<file path="config.mk">
export PLATFORM = sky130hd
export DESIGN_NAME = regfile_access_seq
export DESIGN_NICKNAME = d
export VERILOG_FILES = /design/src/rtl/regfile_access_seq.sv
export SDC_FILE = /design/constraint.sdc
export NUM_CORES = 1
export LEC_CHECK = 0
export CORE_MARGIN = 8
export CORE_UTILIZATION = 26
export CTS_CLUSTER_SIZE = 40
export DETAILED_ROUTE_END_ITERATION = 8
export PLACE_DENSITY = 0.56
export SLEW_MARGIN = 10
export SYNTH_ARGS = -nofsm -noshare
export SYNTH_HDL_FRONTEND = slang
export SYNTH_SLANG_ARGS = --single-unit
</file>
<file path="constraint.sdc">
create_clock -name clk -period 2 [get_ports clk]
set_input_delay 0.5 -clock clk [delete_from_list [all_inputs] [get_ports clk]]
set_output_delay 0.5 -clock clk [all_outputs]
set_load 0.02 [all_outputs]
</file>
<file path="src/rtl/regfile_access_seq.sv">
// Initiator-side Register_File sequencer for the non-pipelined microprogrammed RISC-V core.
// Reads two source registers, hands operands to execute, then writes the result back once.
module regfile_access_seq #(
    parameter int XLEN       = 32,
    parameter int REG_ADDR_W = 5,
    parameter int CNT_W      = 32
) (
    input  logic                  clk,
    input  logic                  rst,
    input  logic                  instr_valid,
    output logic                  instr_ready,
    input  logic [REG_ADDR_W-1:0] rs1,
    input  logic [REG_ADDR_W-1:0] rs2,
    input  logic [REG_ADDR_W-1:0] rd,
    input  logic                  rd_wr,
    output logic                  opnd_valid,
    input  logic                  opnd_ready,
    output logic [XLEN-1:0]       opnd_a,
    output logic [XLEN-1:0]       opnd_b,
    input  logic                  result_valid,
    output logic                  result_ready,
    input  logic [XLEN-1:0]       result_data,
    output logic [REG_ADDR_W-1:0] reg1_addr,
    output logic [REG_ADDR_W-1:0] reg2_addr,
    input  logic [XLEN-1:0]       reg1_data,
    input  logic [XLEN-1:0]       reg2_data,
    output logic                  wrt_en,
    output logic [REG_ADDR_W-1:0] reg_wrt_addr,
    output logic [XLEN-1:0]       reg_wrt_data,
    output logic                  retire,
    output logic [CNT_W-1:0]      retired_count
);

    typedef enum logic [2:0] {
        IDLE,
        READ,
        ISSUE,
        WAIT_RES,
        WRITE
    } state_t;

    state_t state;
    state_t state_nx;

    logic [REG_ADDR_W-1:0] rs1_q;
    logic [REG_ADDR_W-1:0] rs2_q;
    logic [REG_ADDR_W-1:0] rd_q;
    logic                  rd_wr_q;

    // NOTE: sequential state uses non-blocking assignments so every flop samples pre-edge values.
    always_ff @(posedge clk) begin
        if (rst) begin
            state <= IDLE;
        end else begin
            state <= state_nx;
        end
    end

    // NOTE: every output of this block gets a default first, so no path can infer a latch.
    always_comb begin
        state_nx     = state;
        instr_ready  = 1'b0;
        opnd_valid   = 1'b0;
        result_ready = 1'b0;
        wrt_en       = 1'b0;
        retire       = 1'b0;

        case (state)
            IDLE: begin
                instr_ready = 1'b1;
                if (instr_valid) begin
                    state_nx = READ;
                end
            end
            READ: begin
                state_nx = ISSUE;
            end
            ISSUE: begin
                opnd_valid = 1'b1;
                if (opnd_ready) begin
                    state_nx = WAIT_RES;
                end
            end
            WAIT_RES: begin
                result_ready = 1'b1;
                if (result_valid) begin
                    state_nx = WRITE;
                end
            end
            WRITE: begin
                retire   = 1'b1;
                wrt_en   = rd_wr_q && (rd_q != '0);
                state_nx = IDLE;
            end
            default: begin
                state_nx = IDLE;
            end
        endcase

        // Reset wins: no handshake or write may be seen by neighbours during the reset cycle.
        if (rst) begin
            instr_ready  = 1'b0;
            opnd_valid   = 1'b0;
            result_ready = 1'b0;
            wrt_en       = 1'b0;
            retire       = 1'b0;
        end
    end

    always_ff @(posedge clk) begin
        if (rst) begin
            rs1_q         <= '0;
            rs2_q         <= '0;
            rd_q          <= '0;
            rd_wr_q       <= 1'b0;
            reg1_addr     <= '0;
            reg2_addr     <= '0;
            opnd_a        <= '0;
            opnd_b        <= '0;
            reg_wrt_addr  <= '0;
            reg_wrt_data  <= '0;
            retired_count <= '0;
        end else begin
            // Read addresses are loaded at acceptance so they are already valid throughout READ.
            if (state == IDLE && instr_valid) begin
                rs1_q     <= rs1;
                rs2_q     <= rs2;
                rd_q      <= rd;
                rd_wr_q   <= rd_wr;
                reg1_addr <= rs1;
                reg2_addr <= rs2;
            end

            if (state == READ) begin
                opnd_a <= (rs1_q == '0) ? '0 : reg1_data;
                opnd_b <= (rs2_q == '0) ? '0 : reg2_data;
            end

            if (state == WAIT_RES && result_valid) begin
                reg_wrt_addr <= rd_q;
                reg_wrt_data <= result_data;
            end

            if (state == WRITE) begin
                retired_count <= retired_count + CNT_W'(1);
            end
        end
    end

endmodule

</file>
==> results of run 1 <==
## cell usage in the layout (no fill, tap or decap), types with 3 or more instances in the layout
cell             synthesis  routed
xnor2_1                  7       7
buf_4                    0      33
nor3_1                   5       3
nand4_1                 11      11
clkdlybuf4s50_1          0     232
xor2_1                  16      16
a21oi_1                 64      62
buf_12                   0       5
inv_6                    0       4
o21ai_0                  7       7
clkinvlp_4               0       5
nand2_1                123     122
dfxtp_1                152     150
or3_1                    8       7
dlygate4sd2_1            0      12
dlymetal6s2s_1           0      14
nor2_1                  98      96
clkbuf_16                0      17
nor4_1                   3       3
and3_1                   4       4
a22oi_1                 64      64
inv_1                    3       3
nand3_1                 13      11
## worst max-delay path: cells and delay by family (launching register included)
| kind | cells | cell delay [ps] |
|---|---|---|
| AO/OA/AOI/OAI | 1 | 310 |
| AND/OR/NAND/NOR | 1 | 370 |
| buffers and inverters | 1 | 140 |
| flip-flops | 1 | 320 |
## final timing paths
| kind | start | end | slack, ps |
|---|---|---|---|
| worst max-delay path | rd_q[4] | wrt_en | -40 |
| worst min-delay path | reg_wrt_data[21] | reg_wrt_data[21] | 450 |
| worst max register to register | state[1] | retired_count[26] | 140 |
| worst min register to register | reg_wrt_data[21] | reg_wrt_data[21] | 450 |
## cell usage after synthesis, drive strengths merged (2+ instances only)
library cell,instances
nor3b,2
and2,2
nor2,99
clkbuf,39
or3,8
dfxtp,152
nand4,12
xnor2,7
buf,6
or4,2
inv,3
and3,4
xor2,16
o21ai,7
nand3,13
nand2,123
nor3,5
nor4,5
a22oi,64
a21oi,64
## stage by stage
| stage | power [mW] | util |
|---|---|---|
| after CTS | 7.50 | 0.439 |
| after global placement | 4.25 | 0.412 |
| after detailed placement | 4.25 | 0.412 |
| final | 7.39 | 0.444 |
| after global routing | 7.71 | 0.444 |
| after floorplan | 3.67 | - |
## layer usage
metal  track usage  part of all wire  vias up
met5             0                 0        -
met2         0.229              0.44      195
met1         0.171              0.43     2500
met3        0.0820              0.11       14
li1              -                 -     2740
met4        0.0438             0.014        0
## area by class of cell
| type | count | area [um2] |
|---|---|---|
| repair buffers | 298 | 2970 |
| multi-input cells | 444 | 2380 |
| diodes | 2 | 5.00 |
| well taps | 275 | 344 |
| flip-flops and latches | 152 | 3050 |
| clock inverters | 13 | 146 |
| inverters | 3 | 11.3 |
| clock buffers | 18 | 429 |
| fillers | 2098 | 11700 |
## flip-flops by register name (all words and copies together) (netlist names)
| signal | count |
|---|---|
| reg_wrt_data | 32 |
| rs1_q | 5 |
| reg_wrt_addr | 5 |
| opnd_a | 32 |
| state | 3 |
| opnd_b | 32 |
| rd_q | 5 |
| retired_count | 32 |
| rd_wr_q | 1 |
| rs2_q | 5 |
## repair_timing
item	4_1_cts	5_1_grt
gates cloned	0	0
pin swaps	2	4
resized for setup	36	23
endpoints found under the setup margin	16	23
buffers inserted	0	3
endpoints found under the hold margin	0	0
## cell families (layout without fill, tap and decap cells)
group,count (synthesis),count (layout),synth area share
adders and majority gates,1,1,0.00225
muxes,1,1,0.00180
DFF,152,152,0.547
and+or+nand+nor,280,280,0.221
AOI/OAI and AO/OA,139,139,0.156
buffers and inverters,48,332,0.0357
other,0,2,0
xor gates and xnor gates,23,23,0.0362
## power groups by stage
stage                     Clock [mW]  Sequential, mW  Combinational [mW]
after global routing            3.44            3.20                1.07
after global placement             0            3.26               0.994
after CTS                       3.31            3.19               0.998
after floorplan                    0            3.36               0.311
after detailed placement           0            3.26               0.995
final                           3.21            3.19               0.984
==> results.md, run 1 <==
- Sequential share of the synthesized area: 0.547
- Post-Synthesis Cells: 644
- Initial DRT Pass Iterations: 4
- H-Tree Depth: 4
- Layout Cells excl Fill: 1205
- Least-Margin Pin Slew: 1110 ps
- Slew HR: 0.261
- Post-Synthesis Cell Area: 5570 um2
- Area growth syn-to-layout: 67.5%
- Max VDD drop: 595 uV
- #FFs+latches synth: 152
- Buffers on Ports: 264
- Worst setup EP type: output pin
- Skew final: 11.6 ps
- Startpoint Class: register
- Setup TNS: -44.3 ps
- Total power per unit cell area: 792 nW/um2
- EDFF count, synth: 0
- Rows: 53
- Worst Hold Path Cells: 2
- GPL Wtd Cong: 0.732
- Routed Antenna Nets: 0
- Max Slew Vio Count: 0
- Post-DP HPWL: 14100 um
- P_int: 5.48 mW
- DR vias: 5449
- Syn nets: 762
- Yosys top cell area share: 0.547
- Dpl ws: -183 ps
- Post-synth top area cell: dfxtp_1
- Share of cells above drive strength 1: 0.0970
- Clock network latency to the later pin of the worst-skew pair: 420 ps
- Worst Reg-to-Reg Cells: 6
- DIE HEIGHT: 162 um
- Clock Pin Slew Worst Setup and Hold Paths: 60 ps
- Critical Path RT: 1500 ps
- Largest net degree at the start of global routing: 102
- Crit-path max cell delay: 370 ps
- DP Area: 8670 um2
- Failing checks: negative setup slack
- Initial DRC count: 247
- Setup WS post-layout: -44.3 ps
- Max stage delay cell, worst path: or3_4
- Synth top area cells: dfxtp_1, a22oi_1, nand2_1
- Global-route wire length before repair: 31000 um
- Io pins: 265
- Flop pwr share: 0.432
- Crit path DAT: 1540 ps
- Clock Path Buffers: 2
- Switching Power: 1.91 mW
- Syn Area/Cell: 8.64 um2
- # clock sinks: 152
- Nets: 1034
- Count of cell types in the netlist: 37
- Async set-reset flop share out of synthesis: 0
- Total core area: 21000 um2
- Hold Crit Class: reg2reg
- Clock tree root driver cell: clkbuf_16
- Vias per inst: 4.52
- WL/cell: 16.6 um
- Final wirelength: 20000 um
- Grt total ovfl: 0
- RSZ-0062 raised after global routing: yes
- Yosys warning count: 0
- Fin crit share: 1.02
- Final Cell Area: 9330 um2
- P_leak: 3.60 nW
- Hold slack: 451 ps
- Clock power share: 0.435
- Die width: 162 um
- Die area: 26300 um2
- Setup CP Type: reg2out
- Switching share of power: 0.258
- CTS tree: built
- Initial antenna violation count: 2
- Placed cell count: 1169
- Hold Fails Final Rpt: 0
- GRT Overall Usage: 0.148
- Final setup fails: 1
- Vias in the first global route: 5516
- Post-route DRC: 0
- Fmax: 489 MHz
- Critical path fanouts, max: 2
- Status: finished, violations left
- Effective utilization at floorplan: 0.265
- Hold_buf cts: 0
- Total CTS buffers: 17
- Prevailing post-synth register cell: dfxtp_1
- Logic pwr share: 0.133
- Critical path, cell by cell: or3_4 -> o311a_1 -> buf_6
- Min Tclk post-route: 2040 ps
- Max-cap violations: 0
No activity file was read; power rests on OpenSTA's default activity.
==> run 2, diff against run 1 <==
--- a/config.mk
+++ b/config.mk
@@ -5,7 +5,6 @@
 export SDC_FILE = /design/constraint.sdc
 export NUM_CORES = 1
 export LEC_CHECK = 0
-export CORE_MARGIN = 8
 export CORE_UTILIZATION = 26
 export CTS_CLUSTER_SIZE = 40
 export DETAILED_ROUTE_END_ITERATION = 8
==> results.md, run 2 (synthesis results as in run 1) <==
- Max stage delay cell, worst path: or3b_4 (was or3_4)
- Met1 Resource Use GR: 0.197 (was 0.171)
- Initial antenna violation count: 0 (was 2)
- Setup CP Type: reg2out (unchanged)
- Clock Path Buffers: 2 (unchanged)
- Grt total ovfl: 0 (unchanged)
- Critical path fanouts, max: 2 (unchanged)
- Status: finished, violations left (unchanged)
- Area growth syn-to-layout: 68.4% (was 67.5%)
- Post-route DRC: 0 (unchanged)
- Most frequent cells in the layout: clkdlybuf4s50_1, dfxtp_1, nand2_1 (unchanged)
- Max Slew Vio Count: 0 (unchanged)
- RR Startpoint: state[0] (was state[1])
- Hold_buf cts: 0 (unchanged)
- Effective utilization at floorplan: 0.265 (unchanged)
- Max-cap violations: 0 (unchanged)
- Setup WS post-layout: -42.1 ps (was -44.3 ps)
- Initial DRC count: 214 (was 247)
- RSZ-0062 raised after global routing: yes (unchanged)
- DR vias: 5433 (was 5449)
- Met3 usage: 0.0696 (was 0.0820)
- Nets: 1037 (was 1034)
- Crit-path max cell delay: 410 ps (was 370 ps)
- Total power per unit cell area: 801 nW/um2 (was 792 nW/um2)
- P_leak: 3.64 nW (was 3.60 nW)
- Largest net degree at the start of global routing: 127 (was 102)
- Die area: 22000 um2 (was 26300 um2)
- Failing checks: negative setup slack (unchanged)
- Share of cells above drive strength 1: 0.0977 (was 0.0970)
- Min Tclk post-route: 2040 ps (about the same)
- Slew HR: 0.581 (was 0.261)
- Fmax: 490 MHz (was 489 MHz)
- H-Tree Depth: 4 (unchanged)
- Post-DP HPWL: 11900 um (was 14100 um)
- # clock sinks: 152 (unchanged)
- Hold Crit Class: reg2reg (unchanged)
- DP Area: 8710 um2 (was 8670 um2)
- Clock Pin Slew Worst Setup and Hold Paths: 60 ps (about the same)
- WL/cell: 14.5 um (was 16.6 um)
- Max VDD drop: 551 uV (was 595 uV)
- Initial DRT Pass Iterations: 4 (unchanged)
- Skew final: 13.9 ps (was 11.6 ps)
- Startpoint Class: register (unchanged)
- Antenna Cells: 0 (was 2)
- Routed Antenna Nets: 0 (unchanged)
- DIE HEIGHT: 148 um (was 162 um)
- Fin crit share: 1.02 (about the same)
- Hold Fails Final Rpt: 0 (unchanged)
- Clock network latency to the later pin of the worst-skew pair: 420 ps (about the same)
- CTS tree: built (unchanged)
- Rows: 53 (unchanged)
- Total core area: 21000 um2 (unchanged)
- Least-Margin Pin Slew: 628 ps (was 1110 ps)
- Worst setup EP type: output pin (unchanged)
- Final wirelength: 17500 um (was 20000 um)
- Commonest non-fill, non-tap cell in the layout: clkdlybuf4s50_1 (unchanged)
- Critical Path RT: 1500 ps (about the same)
- Final Cell Area: 9370 um2 (was 9330 um2)
- Vias per inst: 4.50 (was 4.52)
- Buffers on Ports: 264 (unchanged)
- Total CTS buffers: 17 (unchanged)
- GRT Overall Usage: 0.159 (was 0.148)
- Vias in the first global route: 5222 (was 5516)
- Setup TNS: -42.1 ps (was -44.3 ps)
- Io pins: 265 (unchanged)
- Critical path, cell by cell: or3b_4 -> nor2_4 -> o311a_1 -> buf_6 (was or3_4 -> o311a_1 -> buf_6)
- GR Layer Usage met2: 0.244 (was 0.229)
- GPL Wtd Cong: 0.754 (was 0.732)
- Hold_sp: reg_wrt_data[6] (was reg_wrt_data[21])
- Most used routing layer: met2 (unchanged)
- Die width: 148 um (was 162 um)
- Crit path DAT: 1540 ps (about the same)
- Crit path from: state[0] (was rd_q[4])
- Final setup fails: 1 (unchanged)
- Global-route wire length before repair: 27700 um (was 31000 um)
- Clock tree root driver cell: clkbuf_16 (unchanged)
-- run 2: cell count changes in the layout (fill, tap and decap cells not counted), moves of 2 or more --
cell	delta
clkdlybuf4s50_1	+2
buf_2	+2
diode_2	-2
dlygate4sd2_1	-3
-- run 2: per-stage QoR --
stage	cells	worst slack (ps)	total power, mW	util	hold WS [ps]
floorplan	644	29.3	3.67	-	437
global placement	1172	-164	4.24	0.414	441
detailed placement	1172	-159	4.24	0.414	446
CTS	1203	-99.5	7.65	0.443	454
global route	1206	-101	7.85	0.446	470
finish	1206	-42.1	7.51	0.446	453
-- run 2: layout make-up --
class,count,area [um2]
Clock buffer,19,443
Clock inverter,12,166
Fill cell,2090,11600
Inverter,3,11.3
Multi-Input combinational cell,444,2360
Sequential cell,152,3050
Tap cell,275,344
Timing Repair Buffer,301,3000
-- run 2: final timing paths --
path | to | slack (ps) | cells after the start
setup / recovery | wrt_en | -40 | 4
hold reg to reg | reg_wrt_data[6] | 450 | 2
setup reg to reg | retired_count[26] | 130 | 6
hold / removal | reg_wrt_data[6] | 450 | 2
-- run 2: routing by layer --
layer / wire length, um / share of wire
met3: 1620 / 0.093
met5: 0 / 0
met1: 7930 / 0.45
met2: 7710 / 0.44
met4: 262 / 0.015
-- run 2: what timing repair did --
action | 4_1_cts | 5_1_grt
gates resized for setup | 30 | 22
buffers inserted | 0 | 3
gates cloned | 0 | 0
setup endpoints to repair | 13 | 27
pin swaps | 2 | 6
-- run 2: critical path: cells and delay by family, from the launching register on --
kind	cells	cell delay, ps
AO/OA/AOI/OAI	1	180
buffers and inverters	1	120
flip-flops	1	310
AND/OR/NAND/NOR	2	520
-- run 2: where the power goes --
| group | internal (mW) | total, mW | switching [mW] |
|---|---|---|---|
| Sequential | 3.13 | 3.19 | 0.0594 |
| Clock | 2.01 | 3.35 | 1.33 |
| Combinational | 0.500 | 0.974 | 0.474 |
| Total | 5.65 | 7.51 | 1.86 |
